File: src/rtl/v2f_pkg.sv
// Shared definitions for the multi-cycle v2f arithmetic cells.
// Word width, FSM state encoding and the negative-exponent result decode.
package v2f_pkg;

    localparam int V2F_WORD_W = 32;

    typedef logic [V2F_WORD_W-1:0] v2f_word_t;

    typedef enum logic [1:0] {
        IDLE = 2'd0,
        RUN  = 2'd1,
        DONE = 2'd2
    } pow_state_t;

    // Integer result of base ** (negative exponent). Only +/-1 have an integral
    // reciprocal; everything else, including division by zero, resolves to 0.
    function automatic v2f_word_t neg_exp_result(input v2f_word_t base, input logic exp_odd);
        if (base == V2F_WORD_W'(1)) begin
            return V2F_WORD_W'(1);
        end
        if (base == '1) begin
            return exp_odd ? '1 : V2F_WORD_W'(1);
        end
        return '0;
    endfunction

endpackage

File: src/rtl/v2f_pow_seq_if.sv
// Operand/result handshake bundle of the sequential power unit.
// The master drives operands and consumes the result; the slave is the unit.
interface v2f_pow_seq_if #(
    parameter int A_WIDTH = 32,
    parameter int B_WIDTH = 32
);
    import v2f_pkg::*;

    logic               in_valid;
    logic               in_ready;
    logic [A_WIDTH-1:0] a;
    logic [B_WIDTH-1:0] b;
    v2f_word_t          y;
    logic               y_valid;
    logic               out_ready;

    modport master (
        output in_valid, a, b, out_ready,
        input  in_ready, y, y_valid
    );

    modport slave (
        input  in_valid, a, b, out_ready,
        output in_ready, y, y_valid
    );

endinterface

File: src/rtl/v2f_mul32_lo.sv
// Combinational 32x32 multiplier returning the low 32 product bits,
// which are identical for signed and unsigned operands.
module v2f_mul32_lo
    import v2f_pkg::*;
(
    input  v2f_word_t a_i,
    input  v2f_word_t b_i,
    output v2f_word_t p_o
);

    assign p_o = a_i * b_i;

endmodule

File: src/rtl/v2f_pow_seq.sv
// Sequential Y = A ** B by square-and-multiply, one exponent bit per cycle,
// with a valid/ready handshake on both operand and result sides.
module v2f_pow_seq
    import v2f_pkg::*;
#(
    parameter int A_SIGNED = 0,
    parameter int B_SIGNED = 0,
    parameter int A_WIDTH  = 32,
    parameter int B_WIDTH  = 32
) (
    input logic            CLK,
    input logic            ARST,
    v2f_pow_seq_if.slave   io
);

    pow_state_t state_q, state_d;
    v2f_word_t  base_q, base_d;
    v2f_word_t  exp_q, exp_d;
    v2f_word_t  acc_q, acc_d;
    v2f_word_t  y_q, y_d;

    v2f_word_t  a_ext;
    v2f_word_t  b_ext;
    logic       b_neg;
    v2f_word_t  acc_mul;
    v2f_word_t  base_sq;
    v2f_word_t  exp_sh;

    generate
        if (A_SIGNED != 0) begin : g_a_sext
            assign a_ext = V2F_WORD_W'($signed(io.a));
        end else begin : g_a_zext
            assign a_ext = V2F_WORD_W'(io.a);
        end
    endgenerate

    // A non-negative exponent zero-extends the same way in both modes.
    assign b_ext  = V2F_WORD_W'(io.b);
    assign b_neg  = (B_SIGNED != 0) && io.b[B_WIDTH-1];
    assign exp_sh = exp_q >> 1;

    v2f_mul32_lo u_mul_acc (
        .a_i (acc_q),
        .b_i (base_q),
        .p_o (acc_mul)
    );

    v2f_mul32_lo u_mul_sq (
        .a_i (base_q),
        .b_i (base_q),
        .p_o (base_sq)
    );

    always_comb begin
        state_d = state_q;
        base_d  = base_q;
        exp_d   = exp_q;
        acc_d   = acc_q;
        y_d     = y_q;
        case (state_q)
            IDLE: begin
                if (io.in_valid) begin
                    base_d  = a_ext;
                    state_d = RUN;
                    // Negative exponents finish at accept; B==0 falls out as exp=0, acc=1.
                    if (b_neg) begin
                        exp_d = '0;
                        acc_d = neg_exp_result(a_ext, io.b[0]);
                    end else begin
                        exp_d = b_ext;
                        acc_d = V2F_WORD_W'(1);
                    end
                end
            end
            RUN: begin
                if (exp_q == '0) begin
                    y_d     = acc_q;
                    state_d = DONE;
                end else begin
                    if (exp_q[0]) begin
                        acc_d = acc_mul;
                    end
                    base_d = base_sq;
                    exp_d  = exp_sh;
                    if (exp_sh == '0) begin
                        y_d     = acc_d;
                        state_d = DONE;
                    end
                end
            end
            DONE: begin
                if (io.out_ready) begin
                    state_d = IDLE;
                end
            end
            default: begin
                state_d = IDLE;
            end
        endcase
    end

    always_ff @(posedge CLK or posedge ARST) begin
        if (ARST) begin
            state_q <= IDLE;
            base_q  <= '0;
            exp_q   <= '0;
            acc_q   <= '0;
            y_q     <= '0;
        end else begin
            state_q <= state_d;
            base_q  <= base_d;
            exp_q   <= exp_d;
            acc_q   <= acc_d;
            y_q     <= y_d;
        end
    end

    assign io.in_ready = (state_q == IDLE);
    assign io.y_valid  = (state_q == DONE);
    assign io.y        = y_q;

endmodule

File: src/flat_wrapper.sv
// flat-port wrapper written by rule: the top's interface ports become plain ports
module v2f_pow_seq_flat import v2f_pkg::*;
#(
    parameter int A_SIGNED = 0,
    parameter int B_SIGNED = 0,
    parameter int A_WIDTH  = 32,
    parameter int B_WIDTH  = 32
)
  (CLK, ARST, io_in_valid, io_a, io_b, io_out_ready, io_in_ready, io_y, io_y_valid);
  v2f_pow_seq_if #(.A_WIDTH(A_WIDTH), .B_WIDTH(B_WIDTH)) io_i ();
  input logic CLK;
  input logic ARST;
  input wire logic [$bits(io_i.in_valid)-1:0] io_in_valid;
  input wire logic [$bits(io_i.a)-1:0] io_a;
  input wire logic [$bits(io_i.b)-1:0] io_b;
  input wire logic [$bits(io_i.out_ready)-1:0] io_out_ready;
  output wire logic [$bits(io_i.in_ready)-1:0] io_in_ready;
  output wire logic [$bits(io_i.y)-1:0] io_y;
  output wire logic [$bits(io_i.y_valid)-1:0] io_y_valid;
  assign io_i.in_valid = io_in_valid;
  assign io_i.a = io_a;
  assign io_i.b = io_b;
  assign io_i.out_ready = io_out_ready;
  assign io_in_ready = io_i.in_ready;
  assign io_y = io_i.y;
  assign io_y_valid = io_i.y_valid;
  v2f_pow_seq #(.A_SIGNED(A_SIGNED), .B_SIGNED(B_SIGNED), .A_WIDTH(A_WIDTH), .B_WIDTH(B_WIDTH)) u_core (.CLK(CLK), .ARST(ARST), .io(io_i));
endmodule
File: config.mk
export PLATFORM = sky130hd
export DESIGN_NAME = v2f_pow_seq_flat
export DESIGN_NICKNAME = d
export VERILOG_FILES = /design/src/rtl/v2f_pkg.sv /design/src/rtl/v2f_pow_seq_if.sv /design/src/rtl/v2f_mul32_lo.sv /design/src/rtl/v2f_pow_seq.sv /design/src/flat_wrapper.sv
export SDC_FILE = /design/constraint.sdc
export NUM_CORES = 2
export LEC_CHECK = 0
export BUFFER_PORTS_ARGS = -buffer_cell sky130_fd_sc_hd__buf_4
export CAP_MARGIN = 20
export CORE_ASPECT_RATIO = 0.6
export CORE_UTILIZATION = 31
export CTS_CLUSTER_SIZE = 30
export DETAILED_ROUTE_END_ITERATION = 12
export MAX_ROUTING_LAYER = met4
export PLACE_DENSITY_LB_ADDON = 0.05
export SYNTH_ARGS = -nofsm -noshare
export SYNTH_HDL_FRONTEND = slang
export SYNTH_SLANG_ARGS = --single-unit
export TNS_END_PERCENT = 20
File: constraint.sdc
create_clock -name CLK -period 18.3 [get_ports CLK]
set_input_delay 0.915 -clock CLK [delete_from_list [all_inputs] [get_ports CLK]]
set_output_delay 0.915 -clock CLK [all_outputs]
set_load 0.05 [all_outputs]
==> flow_summary.ini <==
[outcome]
status = finished, final reports clean

[cts]
root_buffer = clkbuf_16
clockBufferDepth = 2
postCtsSetupBuffers = 0
clock-sinks = 130
cts_tree = built
cts_max_level = 4
worstSkewPairLatency_ps = 480
numCtsBuffers = 17
ctsHoldBuffers = 0
ctsResizeCount = 0
clkTransAtPathRegs_ps = 80

[yosys]
yosys-top-cells-area = fa_1 (45%), dfrtp_1 (9.4%), ha_1 (9.0%)
syn-cell-area_um2 = 34700
synth_nets = 4806
yosysTopAreaCell = fa_1
synth.top_cells.by_count = inv_1 (807), fa_1 (775), nand2_1 (464)
ys.flop_type = dfrtp_1
synth.top_cell.area_share_pct = 44.8
synth-seq-cells = 130
yosys_warnings = 0
synth_area_per_cell_um2 = 9.34
yosysMostFrequentCell = inv_1
ys_async_sr_fraction_pct = 100
ys_types = 71
ys_seq_area_share_pct = 9.38
synth-edff-count = 0
postSynthCellCount = 3713

[setup_path]
required_ps = 18660
end_kind = flip-flop
crit_start = u_core.base_q[2]
worstSetupPathType = reg2reg
reg2reg_depth = 24
start_kind = flip-flop
regToRegSetupSlack_ps = 9960
rr_startpoint = u_core.base_q[2]
worst_ep_arrival_time_ps = 8700
endpoint = u_core.base_q[31]
crit-reg2reg-capture = u_core.base_q[31]
critPathMaxFanout = 32

[die]
start_util_pct = 31.5
num_io_pins = 102
fp.dieW_um = 434
num_rows = 94
die_area_um2 = 113000
core_region_area_um2 = 110000
die_h_um = 261

[detailed_routing]
postRouteAntennaNets = 0
firstDrtPassIters = 7
drt_iter0_drc = 1375
wire_per_inst_um = 22.0
drc = 0
via_per_inst = 4.58
wirelength_um = 114000
via_count = 23800

[global_routing]
grt_pass1_wl_um = 176000
grt_max_degree = 71
grt_pass1_vias = 26100
antenna_found_initial = 10
grt_util_all_layers_pct = 21.9
grt_overflow = 0

[sta]
min_period_ps = 8340
slew_headroom_pct = 25.7
worstMarginPinSlew_ps = 1110
setup_viol = 0
rsz0062_at_grt = no
clock-skew-final_ps = 16.8
slew_violations = 0
totalNegativeSetupSlack_ps = 0
finalCritPeriodShare_pct = 45.6
clock.fmax_mhz = 120
final_hold_viol_count = 0

[placed_design]
hpwl_um = 87700
port_buffers = 101
gp_congestion = 0.793

[final_layout]
nNetsFinal = 4779
drive_gt1_share_pct = 6.38
syn2layout_area_growth_pct = 8.15

[job]
maxCapViolCount = 0

[min_path]
hold_class = in2async
-- worst max-delay path, cell delays in order (launching register included) --
cell and delay [ps]:
dfrtp_2 880, buf_4 600, nand2_1 130, fa_1 500, inv_1 60, fa_1 500, inv_1 50, fa_1 490
fa_1 550, inv_1 50, fa_1 500, inv_1 50, fa_1 520, inv_1 40, fa_1 490, fa_1 410
ha_1 230, a211oi_1 390, o211a_1 280, nand3b_1 150, o211ai_1 290, nand2_1 180, o31a_1 340, xnor2_1 380
a21oi_1 130
-- how the worst min path moves through the flow --
stage,start,to,slack (ps),cells past startpoint
after global routing,ARST,u_core.io.y[16],480,2
after CTS,ARST,u_core.io.y[16],450,2
final,ARST,u_core.io.y[16],450,2
after global placement,u_core.io.y[6],u_core.io.y[6],470,2
after floorplan,u_core.exp_q[26],u_core.exp_q[26],470,2
after detailed placement,u_core.io.y[3],u_core.io.y[3],480,2
-- cells in the final DEF (no fill, tap or decap), types with 6 or more instances in the layout --
cell type	Yosys	layout
xnor2_1	94	94
nor3_1	9	9
nand3_1	15	15
o21a_1	12	12
a21oi_1	82	82
and3_1	10	10
ha_1	250	250
clkbuf_16	0	17
xor2_1	33	33
nor2_1	62	61
buf_4	0	151
a21o_1	22	22
nor4_1	7	7
nand2b_1	17	16
dfrtp_2	0	20
and2_1	434	434
nor2b_1	9	8
dfrtp_1	130	110
mux2i_1	51	51
a31oi_1	9	9
nand2_1	464	463
o21ai_0	111	110
fa_1	775	775
inv_1	807	806
clkinvlp_4	0	6
inv_6	0	8
a22o_1	17	17
a211oi_1	11	11
-- final cells by class --
type,count,area (µm²)
flip-flops and latches,130,3280
repair buffers,151,1130
clock buffers,18,439
diodes,2,5.00
well taps,1488,1860
clock inverters,14,118
inverters,807,3030
fillers,11500,72700
multi-input cells,2579,27600
-- logic make-up (layout without fill, tap and decap cells) --
group                      count (synthesis)  in the layout  synth area share, %
and+or+nand+nor                         1053           1053                 15.2
adders and majority gates               1025           1025                 53.8
buffers and inverters                   1004            990                 11.0
AOI/OAI and AO/OA                        319            319                 5.79
DFF                                      130            130                 9.38
xor gates and xnor gates                 128            128                 3.27
muxes                                     54             54                 1.57
other                                      0              2                    0
-- state kept, by name (all words and copies together), names as in the netlist --
name	cells
u_core.exp_q	32
u_core.base_q	32
u_core.acc_q	32
u_core.state_q	2
u_core.io.y	32
-- layer usage --
metal | global-route usage, % | part of all wire, % | vias to the layer above
met1 | 34.7 | 54 | 12300
met3 | 2.96 | 4.7 | 62
met2 | 29.6 | 40 | 493
met5 | - | 0 | -
li1 | - | - | 11000
met4 | 2.90 | 0.96 | 0
-- metrics by stage --
step	cells	area, µm²	setup WS, ps	util [%]	hold WS, ps
after floorplan	3713	34700	10980	-	468
after global placement	5155	36900	10070	33.5	471
after detailed placement	5155	36900	10050	33.5	476
after CTS	5187	37500	10030	34.0	448
after global routing	5187	37500	9610	34.0	483
final	5189	37500	9960	34.0	451
Power is left out: the tool's default activity adds up to more than one toggle a clock period on the data nets, which glitch-free logic cannot reach.
